==> config.mk <==
export PLATFORM = sky130hd
export DESIGN_NAME = layer_compositor
export DESIGN_NICKNAME = d
export VERILOG_FILES = /design/src/rtl/compositor_pkg.sv /design/src/rtl/sprite_palette.sv /design/src/rtl/layer_compositor.sv
export SDC_FILE = /design/constraint.sdc
export NUM_CORES = 1
export LEC_CHECK = 0
export CELL_PAD_IN_SITES_DETAIL_PLACEMENT = 0
export CELL_PAD_IN_SITES_GLOBAL_PLACEMENT = 1
export CORE_ASPECT_RATIO = 0.9
export CORE_MARGIN = 2
export CORE_UTILIZATION = 46
export CTS_CLUSTER_DIAMETER = 30
export DETAILED_ROUTE_END_ITERATION = 6
export HOLD_SLACK_MARGIN = 0.02
export PLACE_DENSITY_LB_ADDON = 0.2
export SLEW_MARGIN = 10
export SYNTH_ARGS = -nofsm -noshare
export SYNTH_HDL_FRONTEND = slang
export SYNTH_SLANG_ARGS = --single-unit
==> constraint.sdc <==
create_clock -name Clk -period 14.55 [get_ports Clk]
set_input_delay 2.91 -clock Clk [delete_from_list [all_inputs] [get_ports Clk]]
set_output_delay 2.91 -clock Clk [all_outputs]
set_load 0.01 [all_outputs]
==> src/rtl/compositor_pkg.sv <==
// Shared definitions for the sprite layer compositor: default sizing,
// the colour type, the fader state encoding and small colour helpers.
package compositor_pkg;

    localparam int DEFAULT_LAYER_NUM = 8;
    localparam int DEFAULT_IDX_W     = 5;
    localparam int DEFAULT_CYCLE_LEN = 9;

    // Brightness runs 0..16 so that a full-scale multiply followed by >>4
    // reproduces the input channel exactly at level 16.
    localparam logic [4:0] LEVEL_FULL = 5'd16;
    localparam logic [4:0] LEVEL_ZERO = 5'd0;

    typedef logic [23:0] color_t;

    typedef enum logic [1:0] {
        BRIGHT   = 2'd0,
        FADE_OUT = 2'd1,
        DARK     = 2'd2,
        FADE_IN  = 2'd3
    } fader_state_t;

    // Scale one 8-bit channel by level/16; 255*16>>4 still fits in 8 bits.
    function automatic logic [7:0] scale_channel(input logic [7:0] channel,
                                                 input logic [4:0] level);
        logic [12:0] product;
        product = {5'b0, channel} * {8'b0, level};
        return product[11:4];
    endfunction

    // Scale all three channels of a colour by the same brightness level.
    function automatic color_t scale_color(input color_t color,
                                           input logic [4:0] level);
        return {scale_channel(color[23:16], level),
                scale_channel(color[15:8],  level),
                scale_channel(color[7:0],   level)};
    endfunction

endpackage

==> src/rtl/sprite_palette.sv <==
// Combinational index-to-RGB palette ROM shared by all sprite layers.
// Entry 0 is never displayed (transparent) but holds a fixed dark grey.
module sprite_palette
    import compositor_pkg::*;
#(
    parameter int IDX_W = DEFAULT_IDX_W
) (
    input  logic [IDX_W-1:0] index,
    output color_t           color
);

    localparam int DEPTH = 2 ** IDX_W;

    // Each entry is a fixed arithmetic pattern so every index gets a
    // distinct, easily recomputed colour.
    function automatic color_t palette_entry(input int i);
        logic [7:0] r;
        logic [7:0] g;
        logic [7:0] b;
        if (i == 0) begin
            return 24'h010101;
        end
        r = 8'((i * 53 + 17) % 256);
        g = 8'((i * 97 + 101) % 256);
        b = 8'((i * 29 + 200) % 256);
        return {r, g, b};
    endfunction

    color_t rom [DEPTH];

    for (genvar i = 0; i < DEPTH; i++) begin : g_rom
        assign rom[i] = palette_entry(i);
    end

    assign color = rom[index];

endmodule

==> src/rtl/layer_compositor.sv <==
// Sprite layer compositor: picks the highest-priority opaque layer,
// applies per-layer palette cycling, looks the colour up in the palette,
// and fades the result through a two-stage pixel pipeline.
module layer_compositor
    import compositor_pkg::*;
#(
    parameter int LAYER_NUM = DEFAULT_LAYER_NUM,
    parameter int IDX_W     = DEFAULT_IDX_W,
    parameter int CYCLE_LEN = DEFAULT_CYCLE_LEN
) (
    input  logic                       Clk,
    input  logic                       Reset,
    input  logic                       pix_en,
    input  logic                       VGA_BLANK_N,
    input  logic                       frame_tick,
    input  logic [LAYER_NUM-1:0]       layer_hit,
    input  logic [LAYER_NUM*IDX_W-1:0] layer_index,
    input  logic [LAYER_NUM-1:0]       cycle_en,
    input  logic [23:0]                bkg_color,
    input  logic                       fade_start,
    input  logic                       fade_dir,
    output logic [7:0]                 VGA_R,
    output logic [7:0]                 VGA_G,
    output logic [7:0]                 VGA_B,
    output logic                       fade_busy
);

    localparam logic [IDX_W-1:0] CNT_MAX   = IDX_W'(CYCLE_LEN - 1);
    localparam logic [IDX_W:0]   CYCLE_TOP = (IDX_W + 1)'(CYCLE_LEN);

    logic [IDX_W-1:0] cycle_cnt;

    fader_state_t fade_state;
    fader_state_t state_next;
    logic [4:0]   level;
    logic [4:0]   level_next;
    logic         fade_moved;

    logic             win_found;
    logic [IDX_W-1:0] win_index;
    logic             win_cycle;
    logic [IDX_W:0]   cyc_sum;
    logic [IDX_W-1:0] final_index;
    color_t           pal_color;
    color_t           sel_color;

    color_t s1_color;
    logic   s1_blank_n;

    // Frame-rate palette cycle position, advanced by frame_tick even when
    // the pixel pipeline is stalled.
    always_ff @(posedge Clk or posedge Reset) begin
        if (Reset) begin
            cycle_cnt <= '0;
        end else if (frame_tick) begin
            if (cycle_cnt == CNT_MAX) begin
                cycle_cnt <= '0;
            end else begin
                cycle_cnt <= cycle_cnt + IDX_W'(1);
            end
        end
    end

    // Fader next state: an accepted fade request wins over that cycle's
    // level step, and reversals keep the current level.
    always_comb begin
        state_next = fade_state;
        level_next = level;
        fade_moved = 1'b0;
        if (fade_start) begin
            if (fade_dir && (fade_state == BRIGHT || fade_state == FADE_IN)) begin
                state_next = FADE_OUT;
                fade_moved = 1'b1;
            end else if (!fade_dir && (fade_state == DARK || fade_state == FADE_OUT)) begin
                state_next = FADE_IN;
                fade_moved = 1'b1;
            end
        end
        if (frame_tick && !fade_moved) begin
            case (fade_state)
                FADE_OUT: begin
                    if (level <= 5'd1) begin
                        level_next = LEVEL_ZERO;
                        state_next = DARK;
                    end else begin
                        level_next = level - 5'd1;
                    end
                end
                FADE_IN: begin
                    if (level >= 5'd15) begin
                        level_next = LEVEL_FULL;
                        state_next = BRIGHT;
                    end else begin
                        level_next = level + 5'd1;
                    end
                end
                default: begin
                    level_next = level;
                end
            endcase
        end
    end

    // Fader registers; reset always lands in full brightness.
    always_ff @(posedge Clk or posedge Reset) begin
        if (Reset) begin
            fade_state <= BRIGHT;
            level      <= LEVEL_FULL;
        end else begin
            fade_state <= state_next;
            level      <= level_next;
        end
    end

    assign fade_busy = (fade_state == FADE_OUT) || (fade_state == FADE_IN);

    // Priority select: walk from the lowest priority upward so the lowest
    // opaque hit layer is the one left standing.
    always_comb begin
        win_found = 1'b0;
        win_index = '0;
        win_cycle = 1'b0;
        for (int k = LAYER_NUM - 1; k >= 0; k--) begin
            if (layer_hit[k] && (layer_index[k*IDX_W +: IDX_W] != '0)) begin
                win_found = 1'b1;
                win_index = layer_index[k*IDX_W +: IDX_W];
                win_cycle = cycle_en[k];
            end
        end
    end

    // Palette cycling rotates indices 1..CYCLE_LEN around the ring; the
    // partial sum stays below twice the ring length so one wrap suffices.
    always_comb begin
        cyc_sum     = {1'b0, win_index} + {1'b0, cycle_cnt} - (IDX_W + 1)'(1);
        final_index = win_index;
        if (win_cycle && (win_index != '0) && ({1'b0, win_index} <= CYCLE_TOP)) begin
            if (cyc_sum >= CYCLE_TOP) begin
                cyc_sum = cyc_sum - CYCLE_TOP;
            end
            final_index = cyc_sum[IDX_W-1:0] + IDX_W'(1);
        end
    end

    sprite_palette #(
        .IDX_W (IDX_W)
    ) u_palette (
        .index (final_index),
        .color (pal_color)
    );

    assign sel_color = win_found ? pal_color : bkg_color;

    // Stage 1: capture the chosen colour with its blanking flag.
    always_ff @(posedge Clk or posedge Reset) begin
        if (Reset) begin
            s1_color   <= '0;
            s1_blank_n <= 1'b0;
        end else if (pix_en) begin
            s1_color   <= sel_color;
            s1_blank_n <= VGA_BLANK_N;
        end
    end

    // Stage 2: apply the current fade level, forcing black during blanking.
    always_ff @(posedge Clk or posedge Reset) begin
        if (Reset) begin
            {VGA_R, VGA_G, VGA_B} <= 24'h000000;
        end else if (pix_en) begin
            if (s1_blank_n) begin
                {VGA_R, VGA_G, VGA_B} <= scale_color(s1_color, level);
            end else begin
                {VGA_R, VGA_G, VGA_B} <= 24'h000000;
            end
        end
    end

endmodule

==> impl_metrics.json, run 1 <==
{
  "layout_commonest_cell": "nand2_1",
  "fp.coreArea_um2": 16830,
  "syn_area_um2": 7875,
  "crit_path_end_kind": "flip-flop",
  "synthCells": 949,
  "max_cap_viol_count": 0,
  "period_share_pct": 67.94,
  "hold_path_depth": 1,
  "drive_gt1_share_pct": 5.072,
  "layout_setup_ws_ns": 4.664,
  "yosysUniqueCellTypes": 84,
  "dpl_worst_slack_ns": 4.456,
  "initial_core_util_pct": 46.78,
  "startpoint": "layer_index[10]",
  "cts.sinks": 61,
  "rsz0062_at_grt": "no",
  "finalWorstPathRequiredPeriod_ns": 9.886,
  "grt_first_pass_wirelength_um": 35210,
  "cts_tree": "yes",
  "crit_path_start_kind": "input port",
  "relSlewSlack_pct": 39.71,
  "ys_ff_latch": 61,
  "wirelength_um": 20400,
  "crit_type": "in -> reg",
  "vias_per_cell": 5.622,
  "synthesis.nets": 1167,
  "portBuffers": 111,
  "ant_nets": 0,
  "crit_fanout": 15,
  "fmax_ghz": 0.1012,
  "crit_top_cell": "ha_1",
  "power.density_nw_per_um2": 276.5,
  "ys_warn_count": 0,
  "r2r_start": "cycle_cnt[1]",
  "slew_violations": 0,
  "cts_buffers": 9,
  "grt-ovfl-total": 0,
  "status": "finished clean",
  "tightestPinTransition_ns": 0.8988,
  "r2r_cells": 20,
  "placedInstanceArea_um2": 9163,
  "instances_no_fill": 1256,
  "max_stage_delay_ns": 0.57,
  "h-tree-depth": 3,
  "r2r_slack_ns": 8.94,
  "cts-root-buf": "clkbuf_16",
  "worstPathArrival_ns": 10.14,
  "synth-edff-count": 0,
  "io_pins": 112,
  "clockBufferDepth": 2,
  "fillers": 1574,
  "yosysTopAreaCell": "dfrtp_1",
  "avgSynthCellArea_um2": 8.298,
  "tns_ns": 0,
  "ys_async_sr_fraction_pct": 100.0,
  "ctsHoldBuffers": 0,
  "chipWidth_um": 141.9,
  "yosysSeqAreaShare_pct": 19.40,
  "cp_slowest_cell": "or4_1",
  "wl_per_cell_um": 16.25,
  "vias": 7061,
  "antenna_found_initial": 0,
  "hold_class": "reg -> reg",
  "die_area_um2": 18180,
  "drt_iter0_markers": 538,
  "synth_top_area_share_pct": 19.07,
  "placement_rows": 45,
  "hold_start": "cycle_cnt[4]",
  "setup-violations-final": 0,
  "hold_viol_final": 0,
  "p_leak_uw": 0.004311,
  "clock_latency_ns": 0.34,
  "synth_area_leaders": "dfrtp_1 (19%), ha_1 (13%), fa_1 (12%)",
  "hold_end": "cycle_cnt[4]",
  "critPathRequiredTime_ns": 14.81,
  "post-route-drc-count": 0,
  "path_clk_slew_ns": 0.06,
  "dp_hpwl_um": 15450,
  "syn2layout_area_growth_pct": 19.78,
  "die_h_um": 128.1,
  "grt_max_degree": 62,
  "cts_resized": 0,
  "final_area_um2": 9433,
  "r2r_end": "s1_color[0]",
  "antenna-diode-count": 0,
  "drtPass1Iterations": 7,
  "ys.flop_type": "dfrtp_1",
  "grt_pass1_vias": 7037,
  "final_cell_mix": "nand2_1 (130), clkdlybuf4s50_1 (110), inv_1 (100), ha_1 (82), dfrtp_1 (60)",
  "vdd_drop_max_mv": 0.1841,
  "gp_congestion": 0.8908,
  "track_usage_pct": 24.04,
  "num-nets-final": 1258,
  "post_cts_buffers": 0,
  "skew_ns": 0.009957,
  "placed_cells": 1240
}
## cell type report
type | count | area, um^2 | share of cell area (%)
inverters | 106 | 400.4 | 4.245
flip-flops and latches | 61 | 1528 | 16.20
clock inverters | 4 | 23.77 | 0.2520
clock buffers | 12 | 246.5 | 2.613
multi-input cells | 742 | 5797 | 61.45
repair buffers | 120 | 1174 | 12.44
well taps | 211 | 264.0 | 2.799
## power breakdown
group	total [uW]	internal (uW)	leakage [uW]	switching, uW
clock network	202	119	0.000136	82.6
logic	2060	924	0.00343	1140
registers	344	246	0.000747	97.0
total	2610	1290	0.00431	1320
## worst max path at each step
stage	end	depth (start not counted)
after floorplan	s1_color[0]	27
after CTS	s1_color[0]	28
after detailed placement	s1_color[0]	28
after global placement	s1_color[0]	28
after global routing	s1_color[10]	29
final	s1_color[0]	26
## critical path, delay by kind of cell
| kind | cells | cell delay, ns |
|---|---|---|
| compound gates | 10 | 2.49 |
| xor+xnor | 1 | 0.51 |
| fa+ha+maj | 4 | 1.19 |
| buf+inv | 3 | 0.57 |
| mux | 2 | 0.55 |
| simple gates | 6 | 1.92 |
## routing by layer
layer / share of wire, % / wire (um) / vias up / GRT usage (%)
met5: 0 / 0 / - / 0
met4: 1.1 / 231 / 0 / 4.765
met3: 5.8 / 1185 / 18 / 3.511
met2: 44 / 8952 / 199 / 38.06
met1: 49 / 10040 / 3338 / 35.20
li1: - / - / 3506 / -
## registers in the layout, summed over array words and instances, names as in the netlist
signal,flops
s1_color,24
VGA_B,8
VGA_G,8
VGA_R,8
cycle_cnt,5
level,5
fade_state,2
s1_blank_n,1
## cell families after synthesis
logic type	synth area share [%]
XOR/XNOR	4.449
AND/OR/NAND/NOR	19.54
buffers and inverters	7.070
AO/OA/AOI/OAI	21.75
multiplexers	2.304
flip-flops	19.40
adder cells (fa/ha/maj)	25.48
## synthesized netlist by cell type, types with 12 or more instances
library cell,count
a31oi_1,15
inv_1,101
a22o_1,19
dfrtp_1,60
clkbuf_1,33
fa_1,49
xor2_1,12
nor2_1,47
a21oi_1,51
and2_1,48
o21a_1,12
nor3_1,14
xnor2_1,28
o21ai_0,34
nand3_1,17
ha_1,82
o211ai_1,13
nand2_1,130
## through the flow
| step | hold WS, ns | power, uW | util, % |
|---|---|---|---|
| global route | 0.4875 | 2955 | 56.03 |
| detailed placement | 0.4685 | 2398 | 54.43 |
| global placement | 0.4715 | 2375 | 54.43 |
| CTS | 0.4767 | 2628 | 56.03 |
| finish | 0.4716 | 2608 | 56.03 |
| floorplan | 0.4457 | 1940 | - |
Power figures use the tool's default switching activity.
==> inputs of run 2 (changes only) <==
--- a/config.mk
+++ b/config.mk
@@ -9,7 +9,7 @@
 export CELL_PAD_IN_SITES_GLOBAL_PLACEMENT = 1
 export CORE_ASPECT_RATIO = 0.9
 export CORE_MARGIN = 2
-export CORE_UTILIZATION = 46
+export CORE_UTILIZATION = 43
 export CTS_CLUSTER_DIAMETER = 30
 export DETAILED_ROUTE_END_ITERATION = 6
 export HOLD_SLACK_MARGIN = 0.02
==> constraint.sdc (replaced) <==
create_clock -name Clk -period 9.1 [get_ports Clk]
set_input_delay 1.82 -clock Clk [delete_from_list [all_inputs] [get_ports Clk]]
set_output_delay 1.82 -clock Clk [all_outputs]
set_load 0.01 [all_outputs]
==> run 2 against run 1 <==
Compared with the run above:
- global-route usage down 2.4 points
- clock skew rose by 0.0029 ns
- register-to-register slack lost 5.1 ns
- final area rose by 1.9%
- core utilization is 2.0 points lower
- sequential power rose by 65%
- clock-buffer cell count fell by 2
- critical path type unchanged
==> impl_metrics.json, run 2 (synthesized netlist as in run 1, its figures left out) <==
{
  "status": "finished clean",
  "instances_no_fill": 1291,
  "max_cap_viol_count": 0,
  "chipWidth_um": 146.7,
  "cts_buffers": 9,
  "r2r_start": "cycle_cnt[1]",
  "period_share_pct": 93.88,
  "post_cts_buffers": 0,
  "ant_nets": 0,
  "cts_resized": 0,
  "use_met2_pct": 33.75,
  "gp_congestion": 0.8729,
  "rsz0062_at_grt": "no",
  "post-route-drc-count": 0,
  "ctsHoldBuffers": 0,
  "grt-ovfl-total": 0,
  "num-nets-final": 1264,
  "met1_usage_pct": 31.39,
  "fp.coreArea_um2": 17780,
  "clockBufferDepth": 2,
  "largest-register": "s1_color",
  "hold_class": "reg -> reg",
  "crit_buf_inv": 4,
  "dp_hpwl_um": 15750,
  "crit_path_end_kind": "flip-flop",
  "grt.busiest_layer": "met2",
  "placement_rows": 46,
  "drive_gt1_share_pct": 5.899,
  "fmax_ghz": 0.1171,
  "hold_slack_ns": 0.4807,
  "crit_top_cell": "o21ai_0",
  "cts_tree": "yes",
  "wl_per_cell_um": 15.85,
  "h-tree-depth": 3,
  "die_h_um": 132.4,
  "critPathRequiredTime_ns": 9.36,
  "finalWorstPathRequiredPeriod_ns": 8.543,
  "syn2layout_area_growth_pct": 22.05,
  "tns_ns": 0,
  "vias": 7138,
  "wirelength_um": 20470,
  "cts-root-buf": "clkbuf_16",
  "worstPathArrival_ns": 8.81,
  "r2r_cells": 21,
  "p_leak_uw": 0.004386,
  "antenna-diode-count": 0,
  "die_area_um2": 19410,
  "hold_end": "VGA_G[0]",
  "portBuffers": 111,
  "placed_cells": 1275,
  "power.density_nw_per_um2": 447.1,
  "hold_path_depth": 1,
  "critPathTopFamily": "compound AO/OA/AOI/OAI gates",
  "vias_per_cell": 5.529,
  "clock_latency_ns": 0.34,
  "skew_ns": 0.01282,
  "crit_fanout": 10,
  "grt_first_pass_wirelength_um": 34420,
  "use_met3_pct": 4.048,
  "vdd_drop_max_mv": 0.3328,
  "placedInstanceArea_um2": 9256,
  "antenna_found_initial": 0,
  "io_pins": 112,
  "crit_type": "in -> reg",
  "cts.sinks": 61,
  "grt_max_degree": 62,
  "max_stage_delay_ns": 0.57,
  "final_area_um2": 9612,
  "largest_register_ff_count": 24,
  "final_cell_mix": "nand2_1 (130), clkdlybuf4s50_1 (110), inv_1 (100), ha_1 (82), dfrtp_1 (60)",
  "initial_core_util_pct": 44.28,
  "relSlewSlack_pct": 43.46,
  "drtPass1Iterations": 5,
  "r2r_slack_ns": 3.80,
  "path_clk_slew_ns": 0.06,
  "r2r_end": "s1_color[0]",
  "tightestPinTransition_ns": 0.8481,
  "grt_pass1_vias": 6892,
  "hold_start": "VGA_G[0]",
  "layout_commonest_cell": "nand2_1",
  "slew_violations": 0,
  "hold_viol_final": 0,
  "crit_path_start_kind": "input port",
  "cp_slowest_cell": "or4_1",
  "setup-violations-final": 0,
  "drt_iter0_markers": 397,
  "track_usage_pct": 21.64
}
[run 2: cell count changes in the layout (fill, tap and decap cells not counted), sizes merged]
| cell | change |
|---|---|
| buf | +6 |
| bufinv | +3 |
| clkbuf | -2 |
| clkinv | -2 |
| inv | +1 |
[run 2: through the flow]
stage               power, uW  setup slack [ns]  util [%]
finish                   4298            0.5568     54.05
global route             4803          0.004533     54.05
CTS                      4324            0.5169     54.00
detailed placement       3866            0.1808     52.05
global placement         3845            0.3494     52.05
floorplan                3101             1.340         -
[run 2: area by class of cell]
cell class	count	area [um^2]
multi-input cells	742	5804
clock buffers	10	239.0
clock inverters	6	108.9
fillers	1642	8173
repair buffers	126	1231
well taps	240	300.3
inverters	106	400.4
flip-flops and latches	61	1528
[run 2: worst max-delay path by stage]
stage	start	cells after the start	to
floorplan	layer_index[19]	27	s1_color[0]
global placement	layer_index[25]	26	s1_color[0]
detailed placement	layer_index[19]	26	s1_color[0]
CTS	layer_index[19]	26	s1_color[0]
global route	layer_index[20]	29	s1_color[13]
finish	layer_index[24]	28	s1_color[0]
[run 2: layer usage]
layer | share of wire, % | wire length, um | vias to the layer above
met4 | 0.84 | 172 | 0
met3 | 5.6 | 1147 | 15
li1 | - | - | 3505
met1 | 50 | 10150 | 3431
met5 | 0 | 0 | -
met2 | 44 | 8999 | 187
[run 2: report_power, final]
| part | total, uW | internal (uW) | switching [uW] |
|---|---|---|---|
| Combinational | 3320 | 1520 | 1800 |
| Sequential | 567 | 394 | 173 |
| Clock | 409 | 275 | 135 |
| Total | 4300 | 2190 | 2110 |
